### src/rtl/program_mem_controller.sv
// rtl/program_mem_controller.sv - round-robin arbiter of fetcher reads onto program-memory read channels
module program_mem_controller #(
  parameter int ADDR_BITS     = 8,
  parameter int DATA_BITS     = 16,
  parameter int NUM_CONSUMERS = 4,
  parameter int NUM_CHANNELS  = 1
) (
  input  logic                                    clk,
  input  logic                                    reset,
  input  logic [NUM_CONSUMERS-1:0]                consumer_read_valid,
  input  logic [NUM_CONSUMERS-1:0][ADDR_BITS-1:0] consumer_read_address,
  output logic [NUM_CONSUMERS-1:0]                consumer_read_ready,
  output logic [NUM_CONSUMERS-1:0][DATA_BITS-1:0] consumer_read_data,
  output logic [NUM_CHANNELS-1:0]                 mem_read_valid,
  output logic [NUM_CHANNELS-1:0][ADDR_BITS-1:0]  mem_read_address,
  input  logic [NUM_CHANNELS-1:0]                 mem_read_ready,
  input  logic [NUM_CHANNELS-1:0][DATA_BITS-1:0]  mem_read_data
);
  localparam int CW  = (NUM_CONSUMERS > 1) ? $clog2(NUM_CONSUMERS) : 1;
  localparam int CW1 = CW + 1;

  typedef enum logic [1:0] {IDLE, READ_WAITING, READ_RELAYING} state_t;

  state_t                           state [NUM_CHANNELS];
  logic [NUM_CHANNELS-1:0][CW-1:0]  owner;
  logic [NUM_CONSUMERS-1:0]         claimed;
  logic [CW-1:0]                    rr_ptr;

  logic [NUM_CHANNELS-1:0]          grant;
  logic [NUM_CHANNELS-1:0][CW-1:0]  grant_idx;
  logic [NUM_CONSUMERS-1:0]         taken;
  logic [CW-1:0]                    rr_next;
  logic [CW:0]                      scan_sum;
  logic [CW-1:0]                    scan_idx;

  // Lower channels claim first; 'taken' keeps a consumer from going to two channels at one edge.
  always_comb begin
    taken     = claimed;
    grant     = '0;
    grant_idx = '0;
    rr_next   = rr_ptr;
    scan_sum  = '0;
    scan_idx  = '0;
    for (int ch = 0; ch < NUM_CHANNELS; ch++) begin
      if (state[ch] == IDLE) begin
        for (int k = 0; k < NUM_CONSUMERS; k++) begin
          scan_sum = {1'b0, rr_ptr} + CW1'(k);
          if (scan_sum >= CW1'(NUM_CONSUMERS))
            scan_sum = scan_sum - CW1'(NUM_CONSUMERS);
          scan_idx = scan_sum[CW-1:0];
          if (!grant[ch] && consumer_read_valid[scan_idx] &&
              !consumer_read_ready[scan_idx] && !taken[scan_idx]) begin
            grant[ch]       = 1'b1;
            grant_idx[ch]   = scan_idx;
            taken[scan_idx] = 1'b1;
          end
        end
      end
      if (grant[ch]) begin
        if (grant_idx[ch] == CW'(NUM_CONSUMERS - 1))
          rr_next = '0;
        else
          rr_next = grant_idx[ch] + CW'(1);
      end
    end
  end

  always_ff @(posedge clk or negedge reset) begin
    if (!reset) begin
      for (int ch = 0; ch < NUM_CHANNELS; ch++)
        state[ch] <= IDLE;
      owner               <= '0;
      claimed             <= '0;
      rr_ptr              <= '0;
      consumer_read_ready <= '0;
      consumer_read_data  <= '0;
      mem_read_valid      <= '0;
      mem_read_address    <= '0;
    end else begin
      if (|grant)
        rr_ptr <= rr_next;
      for (int ch = 0; ch < NUM_CHANNELS; ch++) begin
        case (state[ch])
          IDLE: begin
            if (grant[ch]) begin
              state[ch]                   <= READ_WAITING;
              owner[ch]                   <= grant_idx[ch];
              claimed[grant_idx[ch]]      <= 1'b1;
              mem_read_valid[ch]          <= 1'b1;
              mem_read_address[ch]        <= consumer_read_address[grant_idx[ch]];
            end
          end
          READ_WAITING: begin
            if (mem_read_ready[ch]) begin
              state[ch]                       <= READ_RELAYING;
              mem_read_valid[ch]              <= 1'b0;
              consumer_read_data[owner[ch]]   <= mem_read_data[ch];
              consumer_read_ready[owner[ch]]  <= 1'b1;
            end
          end
          READ_RELAYING: begin
            // Data is left in place after ready drops so the fetcher may sample it late.
            if (!consumer_read_valid[owner[ch]]) begin
              state[ch]                       <= IDLE;
              consumer_read_ready[owner[ch]]  <= 1'b0;
              claimed[owner[ch]]              <= 1'b0;
            end
          end
          default: state[ch] <= IDLE;
        endcase
      end
    end
  end
endmodule

### config.mk
export PLATFORM = sky130hd
export DESIGN_NAME = program_mem_controller
export DESIGN_NICKNAME = d
export VERILOG_FILES = /design/src/rtl/program_mem_controller.sv
export SDC_FILE = /design/constraint.sdc
export NUM_CORES = 1
export LEC_CHECK = 0
export CORE_MARGIN = 3
export CORE_UTILIZATION = 47
export DETAILED_ROUTE_END_ITERATION = 8
export PLACE_DENSITY = 0.8
export SLEW_MARGIN = 40
export SYNTH_ARGS = -nofsm -noshare
export SYNTH_HDL_FRONTEND = slang
export SYNTH_SLANG_ARGS = --single-unit
### constraint.sdc
create_clock -name clk -period 4.5 [get_ports clk]
set_input_delay 0.675 -clock clk [delete_from_list [all_inputs] [get_ports clk]]
set_output_delay 0.675 -clock clk [all_outputs]
set_load 0.01 [all_outputs]
# Word level (Yosys, flattened, before mapping)
# Cells that the tools add are included.
[word_totals]
in_bits = 55
register_bits = 87
[op_classes]
mux = 82
reduce_logical = 37
addsub = 8
bitwise_logic = 8
n_eq_ne = 6
n_lt_le_gt_ge = 15
[ops]
columns = ["op", "n"]
rows = [
  ["64-bit bitwise mux", 1],
  ["4-bit 2-to-1 mux", 10],
  ["2-bit 2-to-1 mux", 17],
  ["16-bit demux with 2-bit select", 1],
  ["1-bit 2-to-1 mux", 28],
  ["1-bit binary-select mux with 2-bit select", 13],
  ["4-bit bitwise OR", 5],
  ["2-bit by 3-bit less-than comparator with 1-bit output (second input constant)", 6],
  ["8-bit binary-select mux with 2-bit select", 1],
  ["1-bit logical AND", 16],
  ["16-bit 2-to-1 mux", 1],
  ["4-bit case mux with 2 select lines", 2],
  ["3-bit AND reduction", 4],
  ["1-bit zero test", 11],
  ["1-bit demux with 2-bit select", 5],
  ["2-bit by 1-bit >= comparator with 1-bit output (second input constant)", 5],
  ["3-bit >= comparator (second input constant)", 3],
  ["4-bit AND", 2],
  ["8-bit 2-to-1 mux", 1],
  ["2-bit by 1-bit subtractor with 2-bit output (second input constant)", 4],
  ["2-bit by 2-bit adder with 3-bit output (second input constant)", 2],
  ["2-bit != test (second input constant)", 3],
  ["2-bit case mux with 3 select lines", 1],
  ["2-bit nonzero test", 3],
  ["9 further kinds", 11],
]

# Longest topological paths before layout
# Gate-level depths: netlist (run 1).
[logic_depth]
depth_word = 35
ltp_mapped = 17

# Worst setup path before layout (run 1)
# OpenSTA, ideal clock, no wires.
[synth_timing]
path_type = "register to register"
startpoint = "reg rr_ptr[1]"
endpoint = "reg claimed[2]"
n_path_buf = 3
t_arrival_ns = 3.483
slack_ns = 0.945
t_required_ns = 4.428
synth_period_minus_slack_ns = 3.555
setup_ns = 0.072
stages_incl_launch_ff = 18
cell_sequence = "dfrtp_1 clkbuf_8 inv_1 ha_1 clkbuf_2 inv_1 mux4_2 and3_2 a211o_2 o311a_2 o221a_1 a221o_1 buf_6 inv_1 ha_1 inv_1 o21ba_2 nor2_1"
[synth_rtl]
columns = ["element", "line", "source"]
rows = [
  ["start: declaration", "27", "logic [CW-1:0] rr_ptr;"],
  ["start signal: assignment", "81", "rr_ptr <= rr_next;"],
  ["end signal: assignment", "73", "claimed <= '0;"],
  ["end signal: indexed assignment", "88", "claimed[grant_idx[ch]] <= 1'b1;"],
  ["end signal: indexed assignment", "106", "claimed[owner[ch]] <= 1'b0;"],
  ["end: declaration", "26", "logic [NUM_CONSUMERS-1:0] claimed;"],
]

==> results of run 1 <==
[worst max path at each step]
stage | endpoint | slack [ns] | cells past startpoint | start
detailed placement | claimed[2] | 0.30 | 13 | consumer_read_valid[0]
floorplan | claimed[2] | 0.95 | 17 | rr_ptr[1]
global placement | claimed[2] | 0.39 | 13 | consumer_read_valid[0]
CTS | claimed[2] | 0.66 | 13 | consumer_read_valid[0]
global route | claimed[2] | 0.49 | 13 | consumer_read_valid[0]
finish | claimed[2] | 0.67 | 13 | consumer_read_valid[0]
[cells by family (layout without fill, tap and decap cells)]
family | Yosys count | after routing | share of synthesized area, %
flip-flops | 87 | 87 | 50.7
multiplexers | 84 | 84 | 22.0
AND/OR/NAND/NOR | 75 | 75 | 11.1
AO/OA/AOI/OAI | 51 | 51 | 11.0
buffers and inverters | 28 | 169 | 3.76
adder cells (fa/ha/maj) | 5 | 5 | 1.46
[report_power, final]
group          switching, mW  leakage [nW]  internal [mW]
Sequential             0.269          1.05           1.17
Combinational           1.13          1.32           1.35
Clock                  0.317         0.112          0.274
[layer usage]
| metal | up-vias | part of all wire, % | wire length, um |
|---|---|---|---|
| li1 | 1497 | - | - |
| met1 | 1640 | 41 | 4560 |
| met2 | 102 | 50 | 5590 |
| met3 | 20 | 7.0 | 782 |
| met4 | 0 | 1.8 | 200 |
| met5 | - | 0 | 0 |
[final cells by class]
type,count,area share (%)
clock buffers,9,2.08
clock inverters,7,1.68
inverters,11,0.693
multi-input cells,215,33.0
flip-flops and latches,87,36.6
well taps,108,2.27
repair buffers,142,23.7
[through the flow]
| step | util, % | setup WS [ns] | instances |
|---|---|---|---|
| after global routing | 67.6 | 0.493 | 579 |
| after CTS | 67.6 | 0.663 | 579 |
| after detailed placement | 65.0 | 0.305 | 563 |
| after global placement | 65.0 | 0.394 | 563 |
| final | 67.6 | 0.669 | 579 |
| after floorplan | - | 0.945 | 330 |
[state kept, by name, indices dropped and copies added, names as in the netlist, named ones only]
register,count
consumer_read_data,64
rr_ptr,2
claimed,4
mem_read_valid,1
state,2
mem_read_address,8
owner,2
[critical path, cell delays in order]
cell             delay [ns]
clkdlybuf4s50_1        0.54
or4b_4                 0.51
a2111oi_4              0.39
a41oi_2                0.09
or4_1                  0.50
o311a_2                0.17
o221a_1                0.24
a221o_1                0.46
inv_1                  0.09
ha_1                   0.15
inv_1                  0.05
o21ba_2                0.20
nor2_1                 0.07
[cells in the mapped netlist, types with 3 or more instances]
master / instances / share of area (%)
nand2_1: 21 / 1.8
ha_1: 5 / 1.5
nor3b_1: 5 / 0.87
nor4b_1: 3 / 0.61
inv_1: 11 / 0.96
mux2_2: 64 / 17
dfrtp_1: 87 / 51
or2_2: 3 / 0.44
nand3_1: 3 / 0.35
a21oi_1: 6 / 0.70
buf_6: 5 / 1.3
o2111ai_1: 3 / 0.61
mux2i_1: 18 / 4.2
clkbuf_1: 8 / 0.70
o221ai_2: 7 / 2.4
o211ai_1: 3 / 0.52
nor2_1: 10 / 0.87
o21ai_0: 8 / 0.93
==> summary.txt, run 1 <==
STA
  – Min Tclk post-route: between 3 and 4 ns
  – Slew margin rel.: 51.3%
  – Post-Route Setup TNS: 0 ns
  – Slew @ Worst Pin: 0.721 ns
  – Max frequency: about 0.26 GHz
  – Setup Skew: roughly 0.0083 ns
  – RSZ-0062 raised after global routing: false
  – Setup violators final: 0
  – Final worst-path cycle share: 85.1%
  – Hold slack: about 0.33 ns
  – Final Hold Fails: 0
  – Max-slew violations: 0

Synth
  – Synthesis warning total: 0
  – Post-synthesis cell count: between 300 and 400
  – Primary FF master, synth: dfrtp_1
  – Post-synth net total: 390
  – Synth Cell Area: 4300 sq um
  – Synth unique cells: 65
  – Asr flop ratio synth: 100%
  – Seq cells post-synth: 87
  – EDFF count, synth: 0
  – Sequential share of the synthesized area: between 50 and 60%
  – Avg Inst Size Synth: 13.0 sq um

Setup path
  – Critical Path RT: between 4 and 5 ns
  – Reg2reg setup slack: about 0.77 ns
  – Worst setup EP type: register
  – Arrival @ worst endpoint: ~4.1 ns
  – Reg2reg path depth: 14
  – Worst-path maximum fanout: 7
  – Setup CP Type: in2reg
  – FF-to-FF Start: rr_ptr[0]
  – Startpoint class of the critical path: input pin
  – Worst r2r dst: claimed[2]

Pwr
  – Worst VDD drop: roughly 480 uV
  – Power per cell area: 757 nW/um^2
  – Pleak: around 2.5 nW
  – Power Total: between 4 and 5 mW

Run status
  – Status: complete, no violations

Drt
  – DR iter-0 viols: between 100 and 150
  – Detailed-route wire length: 11100 um
  – DRT Pass-1 Iters: 4
  – Total number of vias: approximately 3300
  – Via density: about 5.6
  – # DRC: 0
  – Number of routed nets with antenna violations: 0
  – WL/cell: ~19 um

Finish
  – Share of layout cells above drive strength 1: a little over a quarter
  – Fin area: about 6000 sq um
  – Area of the multi-input gates: between 1500 and 2000 sq um
  – Nets: between 500 and 600
  – Most frequent cells in the layout: clkdlybuf4s50_1 (130), dfrtp_1 (87), mux2_2 (64)
  – Commonest non-fill, non-tap cell in the layout: clkdlybuf4s50_1
  – Fillers: ~650
  – Layout area overhead: 38.7%
  – Antenna Cells: 0
  – FF/Latch Area: around 2200 sq um

Die
  – Die span in x: between 100 and 150 um
  – Total I/O pin count: about 130
  – Core area: around 8800 sq um
  – Starting Density: between 40% and 50%
  – Row Count: 34
  – Die Area: roughly 10000 sq um
  – Die Ht: 102 um

Placement
  – Final weighted congestion in routability-driven placement: approximately 0.89
  – Post-DP Area: roughly 5700 sq um
  – HPWL after DPL: just over 8000 um
  – Port Buffers: 131

Clock tree
  – Clock Path Buffers: 2
  – # Post-CTS Setup Buffers: 0
  – Clock Latency Late Sink: 0.37 ns
  – Clk slew on worst S/H paths: 0.10 ns
  – TritonCTS clock tree: done
  – Clock root buffer: clkbuf_8
  – Sink Count: 87
  – Cts bufs inserted: 9
  – H-tree depth: 3
  – Hold_buf cts: 0
  – Post_cts resized: 0

Global routing
  – Met2 Use GR: 38.6%
  – Initial antenna violation count: 0
  – Largest net degree at the start of global routing: 88
  – Tot GR Track Use: a little under a quarter
  – Global-route wire length before repair: ~18000 um
  – Remaining global-route overflow: 0
  – Met3 Resource Use GR: around 7.4%
  – Met1 usage: a little over a quarter
  – Busiest grt layer: met2
  – Vias in the first global route: 3466

Job
  – Max Cap Viol: 0

Hold path
  – Min-delay worst type: in2async
(Power assumes the default switching activity.)
==> run 2: changes to the inputs <==
--- a/config.mk
+++ b/config.mk
@@ -9,6 +9,7 @@
 export CORE_UTILIZATION = 47
 export DETAILED_ROUTE_END_ITERATION = 8
 export PLACE_DENSITY = 0.8
+export REMOVE_ABC_BUFFERS = 1
 export SLEW_MARGIN = 40
 export SYNTH_ARGS = -nofsm -noshare
 export SYNTH_HDL_FRONTEND = slang
==> constraint.sdc (replaced) <==
create_clock -name clk -period 3.55 [get_ports clk]
set_input_delay 0.5325 -clock clk [delete_from_list [all_inputs] [get_ports clk]]
set_output_delay 0.5325 -clock clk [all_outputs]
set_load 0.01 [all_outputs]
==> summary.txt, run 2 (synthesized netlist as in run 1, its figures left out) <==
STA
  – Post-Route Setup TNS: 0 ns
  – Setup violators final: 0
  – Slew margin rel.: around 60%
  – Slew @ Worst Pin: around 0.59 ns
  – Max frequency: ~0.29 GHz
  – Min Tclk post-route: about 3.5 ns
  – Hold slack: about 0.021 ns
  – Final Hold Fails: 0
  – Setup Skew: roughly 0.011 ns
  – Final worst-path cycle share: 98.3%
  – Max-slew violations: 0

Setup path
  – Arrival @ worst endpoint: approximately 3.7 ns
  – Startpoint class of the critical path: input pin
  – Worst setup EP type: register
  – Worst-path maximum fanout: 8
  – Critical Path RT: 3.77 ns
  – Setup CP Type: in2reg

Pwr
  – Power Total: 6.00 mW
  – Sw Ratio: between 30% and 40%
  – Power Internal: about 3.8 mW
  – Worst VDD drop: 558 uV
  – Clk pwr share: 13.0%
  – Switch Pwr: around 2.2 mW
  – Power per cell area: around 960 nW/um^2
  – Pleak: between 2 and 3 nW
  – Seq pwr share: between 30% and 40%
  – Logic pwr share: about 57%

Placement
  – HPWL after DPL: slightly above 8000 um
  – Port Buffers: between 100 and 150
  – Final weighted congestion in routability-driven placement: 0.955

Finish
  – Antenna Cells: 0
  – Nets: 556
  – Layout area overhead: 45.2%
  – Biggest register: consumer_read_data
  – Most frequent cells in the layout: clkdlybuf4s50_1 (130), dfrtp_1 (87), mux2_2 (64)
  – Largest regs: consumer_read_data: 64 flops, mem_read_address: 8 flops, claimed: 4 flops
  – Share of layout cells above drive strength 1: 32.1%
  – End-of-flow core utilization: between 70% and 80%
  – Max reg flops: 64
  – Commonest non-fill, non-tap cell in the layout: clkdlybuf4s50_1

Clock tree
  – TritonCTS clock tree: done
  – Clock root buffer: clkbuf_8
  – Clock Path Buffers: 2
  – Clk slew on worst S/H paths: 0.09 ns
  – Clock Latency Late Sink: 0.35 ns
  – Sink Count: 87
  – Cts bufs inserted: 9
  – H-tree depth: 3
  – Hold_buf cts: 0

Drt
  – Detailed-route wire length: approximately 11000 um
  – DR iter-0 viols: 78
  – DRT Pass-1 Iters: 4
  – # DRC: 0
  – Number of routed nets with antenna violations: 0
  – Total number of vias: between 3000 and 4000
  – WL/cell: 18.4 um
  – Via density: ~5.5

Job
  – Max Cap Viol: 0

Run status
  – Status: complete, no violations

Global routing
  – Initial antenna violation count: 0
  – Global-route wire length before repair: about 18000 um
  – Vias in the first global route: around 3700
  – Tot GR Track Use: about 22%
  – Remaining global-route overflow: 0
  – Largest net degree at the start of global routing: 88

Die
  – Die span in x: 102 um
  – Row Count: 34
  – Starting Density: a little under 50%
  – Total I/O pin count: 132
  – Die Area: between 10000 and 15000 sq um
  – Die Ht: approximately 100 um
  – Core area: 8810 sq um

Hold path
  – Min-delay worst type: in2async
## run 2: area by class of cell
type                            count  area [sq um]
Clock buffer                       10           138
Clock inverter                      6          91.3
Fill cell                         607          2570
Inverter                           11          41.3
Multi-Input combinational cell    215          1980
Sequential cell                    87          2180
Tap cell                          108           135
Timing Repair Buffer              172          1680
## run 2: timing repair
item | CTS | global route
buffers inserted | 0 | 2
resized for setup | 0 | 3
endpoints found under the setup margin | 0 | 4
## run 2: worst paths after layout
check	from	endpoint	slack [ns]	depth (start not counted)
worst max-delay path	consumer_read_valid[0]	mem_read_address[0]	0.06	13
worst min-delay path	reset	consumer_read_data[1]	0.02	1
worst max register to register	rr_ptr[0]	mem_read_address[0]	0.18	11
worst min register to register	mem_read_address[0]	mem_read_address[0]	0.49	2
max in group asynchronous	reset	state[1]	2.96	2
min in group clk	mem_read_address[0]	mem_read_address[0]	0.49	2
## run 2: metal layers
metal  track usage (%)  vias up  routed length, um
met4              6.24        0                106
met5                 0        -                  0
met3              9.64        8               1030
li1                  -     1557                  -
met1              26.0     1643               4530
met2              37.4      112               5520
## run 2: stage by stage
| step | instance area [sq um] | cells | setup WS [ns] |
|---|---|---|---|
| global route | 6240 | 609 | -0.00187 |
| floorplan | 4180 | 313 | -0.407 |
| finish | 6240 | 609 | 0.0607 |
| detailed placement | 5960 | 590 | -0.330 |
| CTS | 6190 | 606 | 0.0331 |
| global placement | 5950 | 590 | -0.235 |
## run 2: worst max-delay path, cell delays in order
cell             delay [ns]
clkdlybuf4s50_1        0.43
buf_4                  0.16
nor4b_1                0.14
buf_4                  0.15
o211a_1                0.21
or4_4                  0.50
and2_0                 0.18
o2111ai_1              0.29
nand4_2                0.18
a221o_1                0.43
buf_4                  0.17
nand2b_2               0.20
o221ai_1               0.13
## run 2: power groups by stage
stage,sequential [mW],combinational [mW],clock [mW]
global placement,1.80,3.30,0
CTS,1.82,3.38,0.796
detailed placement,1.83,3.36,0
global route,1.88,3.67,0.842
finish,1.82,3.41,0.780
floorplan,2.00,1.48,0
